<file path="src/rtl/trng_ram_reader.sv">
// trng_ram_reader
// Read-back engine for the 1-bit-wide TRNG capture RAM. On start it walks
// RAM addresses 0..DEPTH-1, packs the bits LSB-first into bytes and hands
// them to a valid/ready byte stream toward the host link.
//
// Ports:
//   clk, rst          rising-edge clock, synchronous active-high reset
//   start             one-cycle pulse, begins a dump (ignored unless idle)
//   ram_addr          registered RAM read address
//   ram_q             RAM read data, valid RD_LAT cycles after address edge
//   dout/dout_valid   packed byte stream, bit k = RAM[8n+k]
//   dout_ready        sink accepts byte
//   busy              dump in progress
//   done              one-cycle pulse after the last byte is accepted
//   ones_cnt          (only with TRNG_ONES_CNT_EN) count of 1 bits read
//
// Optional feature macro: TRNG_ONES_CNT_EN adds the ones_cnt output.
module trng_ram_reader #(
  parameter int DEPTH  = 100000,
  parameter int ADDR_W = 17,
  parameter int RD_LAT = 1
) (
  input  logic              clk,
  input  logic              rst,
  input  logic              start,
  output logic [ADDR_W-1:0] ram_addr,
  input  logic              ram_q,
  output logic [7:0]        dout,
  output logic              dout_valid,
  input  logic              dout_ready,
  output logic              busy,
  output logic              done
`ifdef TRNG_ONES_CNT_EN
  ,
  output logic [ADDR_W-1:0] ones_cnt
`endif
);

  typedef enum logic [2:0] {
    S_IDLE, S_ADDR, S_WAIT, S_CAPT, S_SEND, S_FIN
  } state_t;

  // idx needs one extra bit so it can hold DEPTH itself after the last bit
  localparam logic [ADDR_W:0] LAST_IDX  = (ADDR_W+1)'(DEPTH - 1);
  localparam logic [ADDR_W:0] END_IDX   = (ADDR_W+1)'(DEPTH);
  localparam logic [ADDR_W:0] IDX_ONE   = (ADDR_W+1)'(1);
  localparam logic [1:0]      WAIT_LAST = 2'(RD_LAT - 2);

  state_t            state, state_nxt;
  logic [ADDR_W:0]   idx, idx_nxt;
  logic [7:0]        shreg;
  logic [1:0]        wait_cnt;
  logic              last_bit;

  // byte closes on bit 7 of a byte or on the final RAM entry
  assign last_bit = (idx[2:0] == 3'd7) || (idx == LAST_IDX);

  // state register
  always_ff @(posedge clk) begin
    if (rst) state <= S_IDLE;
    else     state <= state_nxt;
  end

  // next-state and next-index logic
  always_comb begin
    state_nxt = state;
    idx_nxt   = idx;
    case (state)
      S_IDLE: if (start) begin
        state_nxt = S_ADDR;
        idx_nxt   = '0;
      end
      S_ADDR: state_nxt = (RD_LAT == 1) ? S_CAPT : S_WAIT;
      S_WAIT: if (wait_cnt == WAIT_LAST) state_nxt = S_CAPT;
      S_CAPT: begin
        state_nxt = last_bit ? S_SEND : S_ADDR;
        idx_nxt   = idx + IDX_ONE;
      end
      S_SEND: if (dout_ready) state_nxt = (idx == END_IDX) ? S_FIN : S_ADDR;
      S_FIN:  state_nxt = S_IDLE;
      default: state_nxt = S_IDLE;
    endcase
  end

  // datapath registers
  always_ff @(posedge clk) begin
    if (rst) begin
      idx      <= '0;
      shreg    <= '0;
      wait_cnt <= '0;
      ram_addr <= '0;
    end else begin
      idx <= idx_nxt;
      // address is loaded on entry to ADDR so the RAM sees it for that cycle
      if (state_nxt == S_ADDR) ram_addr <= idx_nxt[ADDR_W-1:0];
      wait_cnt <= (state == S_WAIT) ? wait_cnt + 2'd1 : 2'd0;
      if (state == S_CAPT) shreg[idx[2:0]] <= ram_q;
      // cleared after hand-off so a partial last byte pads with zeros
      if (state == S_SEND && dout_ready) shreg <= '0;
    end
  end

`ifdef TRNG_ONES_CNT_EN
  always_ff @(posedge clk) begin
    if (rst)                                ones_cnt <= '0;
    else if (state == S_IDLE && start)      ones_cnt <= '0;
    else if (state == S_CAPT && ram_q)      ones_cnt <= ones_cnt + ADDR_W'(1);
  end
`endif

  // outputs
  always_comb begin
    busy       = (state == S_ADDR) || (state == S_WAIT) ||
                 (state == S_CAPT) || (state == S_SEND);
    done       = (state == S_FIN);
    dout_valid = (state == S_SEND);
    dout       = dout_valid ? shreg : 8'h00;
  end

endmodule
</file>
<file path="config.mk">
export PLATFORM = sky130hd
export DESIGN_NAME = trng_ram_reader
export DESIGN_NICKNAME = d
export VERILOG_FILES = /design/src/rtl/trng_ram_reader.sv
export SDC_FILE = /design/constraint.sdc
export NUM_CORES = 1
export LEC_CHECK = 0
export BUFFER_PORTS_ARGS = -buffer_cell sky130_fd_sc_hd__buf_2
export CAP_MARGIN = 20
export CORE_MARGIN = 2
export CORE_UTILIZATION = 40
export DETAILED_ROUTE_END_ITERATION = 8
export GPL_TIMING_DRIVEN = 0
export HOLD_SLACK_MARGIN = 0.02
export PLACE_DENSITY = 0.56
export SLEW_MARGIN = 20
export SYNTH_ARGS = -nofsm -noshare
export SYNTH_HDL_FRONTEND = slang
export SYNTH_SLANG_ARGS = --single-unit
</file>
<file path="constraint.sdc">
create_clock -name clk -period 2.4 [get_ports clk]
set_input_delay 0.36 -clock clk [delete_from_list [all_inputs] [get_ports clk]]
set_output_delay 0.36 -clock clk [all_outputs]
set_load 0.01 [all_outputs]
</file>
==> results.ini <==
[clock_network]
numCtsBuffers=5
cts-root-buf=clkbuf_8
clock_latency_ns=0.29
clockBufferDepth=2
clock-sinks=48
postCtsSetupBuffers=0
cts_tree=done
cts_resized=0
cts_hold_buffers=0
htree_num_levels=2
clk_pin_slew_ns=0.09

[placement]
place_area_um2=2520
globalplace.congestion=0.815
portBuffers=30
placed_cells=363
hpwl_um=3620

[power]
power.net_switching_uw=474
leakage_nw=1.07
p_comb_frac=0.181
p_int_mw=1.20
ir_drop_v=0.000442
clkPwrFrac=0.299
switching_share=0.284
cellPowerDensity_nw_per_um2=640
seqPwrFrac=0.520
fin_total_pwr_mw=1.67

[worst_hold_path]
hold_path.class=reg2reg

[layout]
syn_to_final_growth_pct=14.7
drive_above_1_share=0.221
fin_cells=371
final_area_um2=2610
filler_cell_count=556
diodes=0
nets=307
post-route-util=0.474
seqCellArea_um2=961
multiInputGateArea_um2=1200

[critical_path]
cp-start-kind=flip-flop
critical_path_class=reg2out
cp-end-kind=primary output
cp_max_fo=10
required_ns=2.04
crit_arrival_ns=1.71

[grt]
antenna_found_initial=0
grt_max_degree=15
grt_first_pass_wirelength_um=8670
grt_usage=0.174
grt_pass1_vias=1777
grt_overflow=0

[floorplan]
fp.dieW_um=79.5
fp-row-count=27
initial_utilization=0.414
die_h_um=79.5
core_um2=5510
io-pin-count=33
dieArea_um2=6310

[logic_synthesis]
yosys.area.top_type=dfxtp_1
ys_types=53
ys_ff_latch=48
synth_area_um2=2280
synth_edf_count=0
avgSynthCellArea_um2=8.72
synth_top_area_share=0.422
synth.area.top_cells=dfxtp_1 42%, nor2_1 8.9%, a211oi_1 4.6%
synthArstFlopShare=0
netlist_instances=261
syn_nets=270
synth_ff_type=dfxtp_1
yosysWarnings=0
synth_seq_area_share=0.422

[detailed_routing]
vias=1907
vias_per_cell=5.14
drt_iter0_drc=152
routed_wl_um=5160
wl_per_cell_um=13.9
dr.pass1.iters=4
ant_nets=0
post-route-drc-count=0

[sta]
clock_skew_ns=0.00486
drv_slew=0
slew_headroom=0.627
worst_pin_slew_ns=0.559
setup_viol=0
max_freq_mhz=482
finalSetupTns_ns=0
fin_crit_ns=2.07
rsz0062_at_grt=false
fin_crit_sh=0.864
finalHoldViolCount=0

[run_status]
outcome=complete, no violations

[flow_run]
cap_violations=0

## per-stage QoR
stage               setup slack [ns]  hold slack, ns
floorplan                      0.665           0.407
global placement               0.378           0.426
detailed placement             0.346           0.425
CTS                            0.294           0.438
global route                   0.111           0.470
finish                         0.327           0.442
## cell usage after synthesis (all sizes together) (3+ instances only)
library cell,instances
o21ai,5
mux2,3
nand2,9
a211oi,17
and3,4
dfxtp,48
ha,4
o21a,5
nor4,4
mux2i,8
inv,5
nand4,6
nor2,54
nand3,16
o31a,3
nor3,5
a21oi,9
buf,11
and4,3
clkbuf,7
and2,10
## power groups by stage
stage / clock (mW) / sequential, mW / combinational, mW
floorplan: 0 / 0.909 / 0.186
global placement: 0 / 0.887 / 0.302
detailed placement: 0 / 0.888 / 0.305
CTS: 0.524 / 0.869 / 0.306
global route: 0.557 / 0.874 / 0.333
finish: 0.500 / 0.869 / 0.302
## critical path, cell delays in order, from the launching register on
cell      delay (ns)
dfxtp_1         0.33
buf_4           0.15
nor3b_1         0.31
clkbuf_1        0.32
and2_1          0.18
buf_2           0.12
## final timing paths
kind | startpoint | end | slack [ns] | cells past startpoint
min | wait_cnt[0] | wait_cnt[0] | 0.44 | 1
max | state[2] | dout[7] | 0.33 | 5
min reg2reg | wait_cnt[0] | wait_cnt[0] | 0.44 | 1
max reg2reg | idx[0] | ram_addr[2] | 0.34 | 8
## cell families (layout without fill, tap and decap cells)
family | after synthesis | count (layout) | synth area share
buffers and inverters | 23 | 61 | 0.0511
AND/OR/NAND/NOR | 122 | 122 | 0.273
AO/OA/AOI/OAI | 51 | 51 | 0.173
XOR/XNOR | 2 | 2 | 0.00769
adder cells (fa/ha/maj) | 4 | 4 | 0.0220
multiplexers | 11 | 11 | 0.0516
flip-flops | 48 | 48 | 0.422
## registers in the layout, summed over array words and instances (netlist names)
signal	cells
idx	18
ram_addr	17
shreg	8
state	3
wait_cnt	2
## cell usage in the layout (no fill, tap or decap), drive strengths merged, types with 3 or more instances in the layout
master | netlist | final
a211oi | 17 | 17
a21oi | 9 | 9
and2 | 10 | 10
and3 | 4 | 4
and4 | 3 | 3
buf | 11 | 41
clkbuf | 7 | 14
dfxtp | 48 | 48
ha | 4 | 4
inv | 5 | 5
mux2 | 3 | 3
mux2i | 8 | 8
nand2 | 9 | 9
nand3 | 16 | 16
nand4 | 6 | 6
nor2 | 54 | 54
nor3 | 5 | 5
nor4 | 4 | 4
o21a | 5 | 5
o21ai | 5 | 5
o31a | 3 | 3
## routing by layer
layer / vias to the layer above / routed length (um) / global-route usage
met3: 4 / 247 / 0.0305
met4: 0 / 36 / 0.0500
li1: 1000 / - / -
met5: - / 0 / 0
met2: 44 / 2250 / 0.265
met1: 859 / 2620 / 0.252
## layout make-up
type / count / area share
sequential: 48 / 0.368
clock inverter: 1 / 0.00287
inverter: 5 / 0.00719
multi-input combinational: 190 / 0.460
tap: 72 / 0.0345
buffer: 18 / 0.0374
clock buffer: 7 / 0.0331
timing repair buffer: 30 / 0.0575
Note: power is estimated with default switching activity, not from simulation.
